**src/rtl/fetch_pkg.sv**
```systemverilog
// Shared types and constants for the instruction-fetch stage.
package fetch_pkg;

  typedef enum logic [1:0] {
    IDLE = 2'd0,
    REQ  = 2'd1,
    WAIT = 2'd2,
    HOLD = 2'd3
  } fetch_state_e;

  localparam logic [31:0] PC_RESET_DEF = 32'hbfc00000;
  localparam logic [31:0] INST_NOP     = 32'h0;

endpackage

```
**src/rtl/if_fetch_hold_buf.sv**
```systemverilog
// One-entry {pc,inst} skid buffer that parks a response while the IF/ID register is stalled.
module if_fetch_hold_buf
  import fetch_pkg::*;
#(
  parameter int ADDR_W = 32
) (
  input  logic              clk,
  input  logic              resetn,
  input  logic              i_load,
  input  logic              i_drain,
  input  logic              i_clear,
  input  logic [ADDR_W-1:0] i_pc,
  input  logic [31:0]       i_inst,
  output logic              o_valid,
  output logic [ADDR_W-1:0] o_pc,
  output logic [31:0]       o_inst
);

  logic              r_valid;
  logic [ADDR_W-1:0] r_pc;
  logic [31:0]       r_inst;

  always_ff @(posedge clk or negedge resetn) begin
    if (!resetn) begin
      r_valid <= 1'b0;
      r_pc    <= '0;
      r_inst  <= INST_NOP;
    end else if (i_clear || i_drain) begin
      r_valid <= 1'b0;
    end else if (i_load) begin
      r_valid <= 1'b1;
      r_pc    <= i_pc;
      r_inst  <= i_inst;
    end
  end

  assign o_valid = r_valid;
  assign o_pc    = r_pc;
  assign o_inst  = r_inst;

endmodule

```
**src/rtl/if_fetch_unit.sv**
```systemverilog
// Instruction-fetch stage: owns the fetch PC, runs a single-outstanding instruction bus
// and feeds the IF/ID register, dropping responses made stale by a redirect.
module if_fetch_unit
  import fetch_pkg::*;
#(
  parameter int                ADDR_W   = 32,
  parameter logic [ADDR_W-1:0] PC_RESET = ADDR_W'(PC_RESET_DEF)
) (
  input  logic              clk,
  input  logic              resetn,
  input  logic              stall_i,
  input  logic              redirect_i,
  input  logic [ADDR_W-1:0] redirect_pc,
  output logic              inst_req,
  output logic [ADDR_W-1:0] inst_addr,
  input  logic              inst_addr_ok,
  input  logic              inst_data_ok,
  input  logic [31:0]       inst_rdata,
  output logic              out_valid,
  output logic [ADDR_W-1:0] out_pc,
  output logic [31:0]       out_inst
);

  fetch_state_e      r_state;
  fetch_state_e      w_state_next;
  logic [ADDR_W-1:0] r_pc;
  logic [ADDR_W-1:0] r_req_pc;
  logic              r_discard;
  logic              r_out_valid;
  logic [ADDR_W-1:0] r_out_pc;
  logic [31:0]       r_out_inst;

  logic              w_accept;
  logic              w_resp;
  logic              w_keep;
  logic              w_slot_free;
  logic              w_deliver;
  logic              w_park;
  logic              w_drain;
  logic              w_hold_valid;
  logic [ADDR_W-1:0] w_hold_pc;
  logic [31:0]       w_hold_inst;

  assign w_accept    = (r_state == REQ) && inst_addr_ok;
  assign w_resp      = (r_state == WAIT) && inst_data_ok;
  // A response is only worth keeping if no redirect has killed it, earlier or right now.
  assign w_keep      = w_resp && !r_discard && !redirect_i;
  assign w_slot_free = !r_out_valid || !stall_i;
  assign w_deliver   = w_keep && w_slot_free;
  assign w_park      = w_keep && !w_slot_free;
  assign w_drain     = (r_state == HOLD) && !stall_i && !redirect_i;

  always_comb begin
    w_state_next = r_state;
    case (r_state)
      IDLE:    w_state_next = REQ;
      REQ:     if (inst_addr_ok) w_state_next = WAIT;
      WAIT:    if (inst_data_ok) w_state_next = w_park ? HOLD : REQ;
      HOLD:    if (redirect_i || !stall_i) w_state_next = REQ;
      default: w_state_next = IDLE;
    endcase
  end

  always_ff @(posedge clk or negedge resetn) begin
    if (!resetn) begin
      r_state   <= IDLE;
      r_pc      <= PC_RESET;
      r_req_pc  <= '0;
      r_discard <= 1'b0;
    end else begin
      r_state <= w_state_next;
      if (w_accept) r_req_pc <= r_pc;
      if (redirect_i) begin
        r_pc      <= redirect_pc;
        // Whatever is in flight after this edge belongs to the old path.
        r_discard <= w_accept || ((r_state == WAIT) && !inst_data_ok);
      end else begin
        if (w_accept) r_pc <= r_pc + ADDR_W'(4);
        if (w_resp) r_discard <= 1'b0;
      end
    end
  end

  always_ff @(posedge clk or negedge resetn) begin
    if (!resetn) begin
      r_out_valid <= 1'b0;
      r_out_pc    <= '0;
      r_out_inst  <= INST_NOP;
    end else if (redirect_i) begin
      r_out_valid <= 1'b0;
    end else if (w_deliver) begin
      r_out_valid <= 1'b1;
      r_out_pc    <= r_req_pc;
      r_out_inst  <= inst_rdata;
    end else if (w_drain) begin
      r_out_valid <= 1'b1;
      r_out_pc    <= w_hold_pc;
      r_out_inst  <= w_hold_inst;
    end else if (!stall_i) begin
      r_out_valid <= 1'b0;
    end
  end

  if_fetch_hold_buf #(
    .ADDR_W (ADDR_W)
  ) u_hold_buf (
    .clk     (clk),
    .resetn  (resetn),
    .i_load  (w_park),
    .i_drain (w_drain),
    .i_clear (redirect_i),
    .i_pc    (r_req_pc),
    .i_inst  (inst_rdata),
    .o_valid (w_hold_valid),
    .o_pc    (w_hold_pc),
    .o_inst  (w_hold_inst)
  );

  assign inst_req  = (r_state == REQ);
  assign inst_addr = r_pc;
  assign out_valid = r_out_valid;
  assign out_pc    = r_out_pc;
  assign out_inst  = r_out_inst;

  // Only meaningful in HOLD; the FSM state already encodes it.
  logic w_unused;
  assign w_unused = w_hold_valid;

endmodule

```
**config.mk**
```make
export PLATFORM = sky130hd
export DESIGN_NAME = if_fetch_unit
export DESIGN_NICKNAME = d
export VERILOG_FILES = /design/src/rtl/fetch_pkg.sv /design/src/rtl/if_fetch_hold_buf.sv /design/src/rtl/if_fetch_unit.sv
export SDC_FILE = /design/constraint.sdc
export NUM_CORES = 1
export LEC_CHECK = 0
export ABC_CLOCK_PERIOD_IN_PS = 2000
export BUFFER_PORTS_ARGS = -buffer_cell sky130_fd_sc_hd__buf_2
export CORE_MARGIN = 2
export CORE_UTILIZATION = 30
export CTS_BUF_LIST = sky130_fd_sc_hd__clkbuf_4 sky130_fd_sc_hd__clkbuf_8 sky130_fd_sc_hd__clkbuf_16
export DETAILED_ROUTE_END_ITERATION = 10
export GPL_TIMING_DRIVEN = 0
export RECOVER_POWER = 50
export SYNTH_ARGS = -nofsm -noshare
export SYNTH_HDL_FRONTEND = slang
export SYNTH_HIERARCHICAL = 1
export SYNTH_SLANG_ARGS = --single-unit
```
**constraint.sdc**
```tcl
create_clock -name clk -period 2 [get_ports clk]
set_clock_uncertainty 0.05 [all_clocks]
set_input_delay 0.2 -clock clk [delete_from_list [all_inputs] [get_ports clk]]
set_output_delay 0.2 -clock clk [all_outputs]
set_load 0.01 [all_outputs]
```
==> impl_metrics.ini, run 1 <==
[pwr]
p_per_area_nw_per_um2 = 933
vdd_ir_drop_max_mv = 0.519
p_int_w = 0.00810
clkPwrFrac = 0.288
power_w = 0.0119
switching_share = 0.318
power.leakage_nw = 6.42
combinationalPowerShare = 0.253
p_switching_w = 0.00377
seqPwrFrac = 0.459

[placed_design]
post-place-ws_ns = -0.766
routabilityCongestion = 0.803
hpwl_um = 16200
port_buffers = 167

[layout]
final_util = 0.443
syn_to_final_growth_pct = 45.9
fin_nets = 1069
n_antenna_cell = 0
drive_gt1_frac = 0.453

[timing]
fin_setup_tns_ns = -18.78
fin_ws_ns = -0.210
grt_setup_unrepaired = yes
slew_headroom = 0.133
period_minus_slack_ns = 2.21
setup_violations = 136
slew_viol_final = 0
worst_slew_pin_slew_ns = 1.30
clock.fmax_mhz = 452
hold_viol_final = 0
whs_ns = 0.0194
period_share = 1.11

[job]
maxCapViolations = 0

[clock_tree]
cts_root_buffer = clkbuf_16
cts_tree = built
numCtsBuffers = 17
path_clk_slew_ns = 0.08
clock_path_buffers = 2
htreeDepth = 4
clock_sinks = 196
clock_latency_ns = 0.43

[global_route]
grt_max_degree = 107
antenna_found_initial = 0
grt_pass1_vias = 6627
grt_pass1_wl_um = 39000
grt_use_total = 0.165
gr-total-overflow = 0

[setup_path]
slowest_stage = dfrtp_1
crit_required_ns = 2.26
path_max_fanout = 6
arrival_ns = 2.47
endpoint = u_hold_buf/o_pc[12]$_DFFE_PN0P_
r2r-start = r_state[0]$_DFFE_PN0P_
path_cells = inv_1, ha_2, nand3b_1, nor3_2, nor3b_4, buf_6, buf_12, clkbuf_16, mux2_4
r2r.worst_path.cells = 9
regToRegEndpoint = u_hold_buf/o_pc[12]$_DFFE_PN0P_
r2r_slack_ns = -0.21
path_class = reg -> reg
cp_slowest_stage_delay_ns = 0.40
endpoint_kind = register
crit_path_start = r_state[0]$_DFFE_PN0P_
critPathLaunchType = register

[hold_path]
hold_class = in -> reg
worstHoldPathCells = 3

[floorplanning]
die_y_um = 175
die_x_um = 175
ios = 168
dieArea_sq_um = 30500
fp-row-count = 62
core_area_sq_um = 28700
initial_core_util = 0.304

[drt]
drc = 0
viasPerCell = 4.90
routed_wl_um = 27000
ant_nets = 0
wl_per_cell_um = 19.4
drt_iter0_drc = 378
vias = 6824
drt-pass1-iter-count = 5

[synthesis]
syn-cell-area_sq_um = 8720
yosysWarnings = 6
netlist_instances = 667
syn_nets = 741
avgSynthCellArea_sq_um = 13.1

[outcome]
violations = setup timing
status = complete, but fails checks
-- power groups by stage --
| stage | clock, W | sequential (W) | combinational (W) |
|---|---|---|---|
| floorplan | 0 | 0.00560 | 0.00120 |
| global placement | 0 | 0.00553 | 0.00237 |
| detailed placement | 0 | 0.00558 | 0.00242 |
| CTS | 0.00351 | 0.00545 | 0.00277 |
| global route | 0.00367 | 0.00557 | 0.00326 |
| finish | 0.00342 | 0.00545 | 0.00300 |
-- final cells by class --
type                            count  area, sq um
Multi-Input combinational cell    422         3760
Tap cell                          384          480
Buffer                             38          443
Timing Repair Buffer              311         2500
Clock buffer                       20          467
Clock inverter                     12          110
Fill cell                        2662        16000
Sequential cell                   196         4930
Inverter                            9         33.8
-- worst min-delay path by stage --
stage | startpoint | to
global route | redirect_pc[14] | inst_addr[14]$_DFFE_PN0N_
finish | redirect_pc[21] | inst_addr[21]$_DFFE_PN0N_
global placement | redirect_pc[8] | inst_addr[8]$_DFFE_PN0N_
CTS | redirect_pc[21] | inst_addr[21]$_DFFE_PN0N_
detailed placement | resetn | out_inst[25]$_DFFE_PN0P_
floorplan | resetn | inst_addr[0]$_DFFE_PN0P_
-- routing by layer --
layer / track usage / share of wire / up-vias
met1: 0.235 / 0.46 / 3437
met5: 0 / 0 / -
li1: - / - / 3154
met3: 0.0282 / 0.047 / 29
met4: 0.0392 / 0.018 / 0
met2: 0.260 / 0.48 / 204
-- metrics by stage --
step	cells	instance area, sq um
after floorplan	667	8770
after CTS	1355	12000
after detailed placement	1219	10100
after global routing	1392	12700
after global placement	1218	10100
final	1392	12700
-- timing repair --
action | in CTS | in global routing
hold endpoints to repair | 152 | 0
pin swaps | 8 | 42
setup endpoints to repair | 172 | 144
hold buffers | 62 | 0
gates resized for setup | 69 | 102
gates cloned | 5 | 15
setup buffers | 41 | 27
-- worst max-delay path: cells and delay by family, from the launching register on --
kind | cells | cell delay (ns)
adders and majority gates | 1 | 0.17
buffers and inverters | 4 | 0.54
muxes | 1 | 0.29
DFF | 1 | 0.40
and+or+nand+nor | 3 | 0.63
-- flip-flops by register name, summed over array words and instances, names as in the netlist --
name / flops
u_hold_buf/o_inst: 32
out_valid: 1
r_discard: 1
r_req_pc: 32
r_state: 2
inst_addr: 32
u_hold_buf/o_pc: 32
out_inst: 32
out_pc: 32
-- placed cells by master (no fill, tap or decap), types with 16 or more instances in the layout --
| cell type | count |
|---|---|
| mux2_2 | 26 |
| buf_2 | 169 |
| mux2_4 | 64 |
| buf_4 | 47 |
| dlygate4sd3_1 | 62 |
| nor2_1 | 16 |
| a21o_1 | 64 |
| a22o_1 | 64 |
| clkbuf_16 | 30 |
| dfrtp_1 | 177 |
| o21ai_0 | 24 |
| nand2_1 | 36 |
Note: power is estimated with default switching activity, not from simulation.
==> run 2: changes to the inputs <==
Settings changed: CTS_BUF_LIST sky130_fd_sc_hd__clkbuf_4 sky130_fd_sc_hd__clkbuf_8 sky130_fd_sc_hd__clkbuf_16 to sky130_fd_sc_hd__clkbuf_4.
==> run 2 against run 1 <==
  * The run still ends with setup timing left
  * Sequential share of layout area rose by 1.7 points
  * Clock power decreased by 41%
  * Critical path depth unchanged
  * Power fell by 12%
  * First-iteration DRC count shrank 12%
  * Fmax is 0.15% higher
  * Combinational power fell by 2%
  * Die area stayed put
  * Flip-flop and latch count unchanged
  * Worst hold slack gained 0.056 ns
  * Routed wire length fell by 4.5%
  * Critical path type unchanged
  * Highest routed layer unchanged
==> impl_metrics.ini, run 2 (synthesis gave the netlist of run 1 again) <==
[drt]
wl_per_cell_um = 18.6
routed_wl_um = 25800
drt-pass1-iter-count = 5
drc = 0
drt_iter0_drc = 334
ant_nets = 0
viasPerCell = 4.87
vias = 6749

[placed_design]
post-place-ws_ns = -0.766
port_buffers = 167
routabilityCongestion = 0.803
placed_area_sq_um = 10100
hpwl_um = 16200

[pwr]
p_int_w = 0.00686
switching_share = 0.342
clkPwrFrac = 0.195
p_switching_w = 0.00356
seqPwrFrac = 0.522
p_per_area_nw_per_um2 = 853
vdd_ir_drop_max_mv = 0.369
combinationalPowerShare = 0.282
power.leakage_nw = 6.18

[setup_path]
path_class = reg -> reg
arrival_ns = 2.62
r2r.worst_path.cells = 9
crit_required_ns = 2.41
path_max_fanout = 5
critPathLaunchType = register
endpoint_kind = register

[timing]
hold_viol_final = 0
setup_violations = 137
fin_ws_ns = -0.207
period_minus_slack_ns = 2.21
worst_slew_pin_slew_ns = 1.28
period_share = 1.10
whs_ns = 0.0749
fin_setup_tns_ns = -17.40
slew_headroom = 0.146
grt_setup_unrepaired = yes
clock.fmax_mhz = 453
slew_viol_final = 0

[floorplanning]
core_area_sq_um = 28700
ios = 168
dieArea_sq_um = 30500
initial_core_util = 0.304
fp-row-count = 62
die_x_um = 175
die_y_um = 175

[clock_tree]
clock_latency_ns = 0.58
cts_root_buffer = clkbuf_4
cts_tree = built
clock_path_buffers = 2
path_clk_slew_ns = 0.18
htreeDepth = 4
clock_sinks = 196
numCtsBuffers = 17

[layout]
layout_commonest_cell = dfrtp_1
fin_nets = 1060
fillers = 2722
final_cell_mix = dfrtp_1, buf_2, dlygate4sd3_1
final_area_sq_um = 12200
drive_gt1_frac = 0.439
syn_to_final_growth_pct = 39.9

[job]
maxCapViolations = 0

[global_route]
grt_pass1_wl_um = 39200
grt_max_degree = 107
antenna_found_initial = 1
grt_pass1_vias = 6677
gr-total-overflow = 0
grt_use_total = 0.165

[hold_path]
worstHoldPathCells = 3
hold_class = in -> reg

[outcome]
status = complete, but fails checks
violations = setup timing
## run 2: cell types whose count changed in the layout (fill, tap and decap cells not counted), sizes merged
cell | before | now
buf | 260 | 246
clkinv | 3 | 6
dlygate4sd3 | 62 | 68
clkbuf | 46 | 44
and2 | 5 | 4
bufbuf | 1 | 0
diode | 0 | 2
## run 2: area by class of cell
cell class | instances | area (sq um) | area share
Timing Repair Buffer | 302 | 2310 | 0.190
Tap cell | 384 | 480 | 0.0394
Inverter | 9 | 33.8 | 0.00277
Buffer | 39 | 483 | 0.0396
Multi-Input combinational cell | 421 | 3710 | 0.304
Clock buffer | 17 | 128 | 0.0105
Sequential cell | 196 | 4930 | 0.404
Clock inverter | 15 | 121 | 0.00994
Antenna cell | 2 | 5.00 | 0.000410
## run 2: worst paths after layout
path,startpoint,to,slack (ns)
worst max-delay path,r_state[0]$_DFFE_PN0P_,u_hold_buf/o_pc[10]$_DFFE_PN0P_,-0.21
worst min-delay path,inst_addr_ok,r_state[1]$_DFFE_PN0P_,0.07
worst max register to register,r_state[0]$_DFFE_PN0P_,u_hold_buf/o_pc[10]$_DFFE_PN0P_,-0.21
worst min register to register,out_inst[21]$_DFFE_PN0P_,out_inst[21]$_DFFE_PN0P_,0.44
max in group asynchronous,resetn,inst_addr[8]$_DFFE_PN0N_,0.29
min in group asynchronous,resetn,out_inst[25]$_DFFE_PN0P_,0.38
## run 2: power by group through the flow
stage               clock network (W)  registers [W]  logic [W]
floorplan                           0        0.00560    0.00120
global placement                    0        0.00553    0.00237
detailed placement                  0        0.00558    0.00242
CTS                           0.00212        0.00545    0.00281
global route                  0.00228        0.00556    0.00321
finish                        0.00203        0.00544    0.00294
## run 2: worst max-delay path: stages, from the launching register on
cell and delay (ns):
dfrtp_1 0.44, inv_1 0.07, ha_2 0.17, nand3b_1 0.11, nor3_2 0.23, nor3b_4 0.24, buf_6 0.17, buf_12 0.15
clkbuf_16 0.15, mux2_4 0.30
## run 2: routing by layer
| layer | vias to the layer above | global-route usage | share of wire |
|---|---|---|---|
| met3 | 20 | 0.0282 | 0.038 |
| li1 | 3135 | - | - |
| met2 | 175 | 0.262 | 0.47 |
| met4 | 0 | 0.0413 | 0.018 |
| met5 | - | 0 | 0 |
| met1 | 3419 | 0.236 | 0.48 |
## run 2: repair_timing
item / CTS / global route
setup endpoints to repair: 173 / 168
hold endpoints to repair: 191 / 0
gates cloned: 7 / 10
setup buffers: 37 / 15
hold buffers: 68 / 0
resized for setup: 84 / 57
pin swaps: 18 / 21
## run 2: per-stage QoR
| stage | cells | utilization | total power (W) |
|---|---|---|---|
| 5_1_grt | 1385 | 0.425 | 0.0110 |
| 3_3_place_gp | 1218 | 0.351 | 0.00790 |
| 4_1_cts | 1359 | 0.409 | 0.0104 |
| 6_report | 1385 | 0.425 | 0.0104 |
| 2_1_floorplan | 667 | - | 0.00680 |
| 3_5_place_dp | 1219 | 0.353 | 0.00800 |
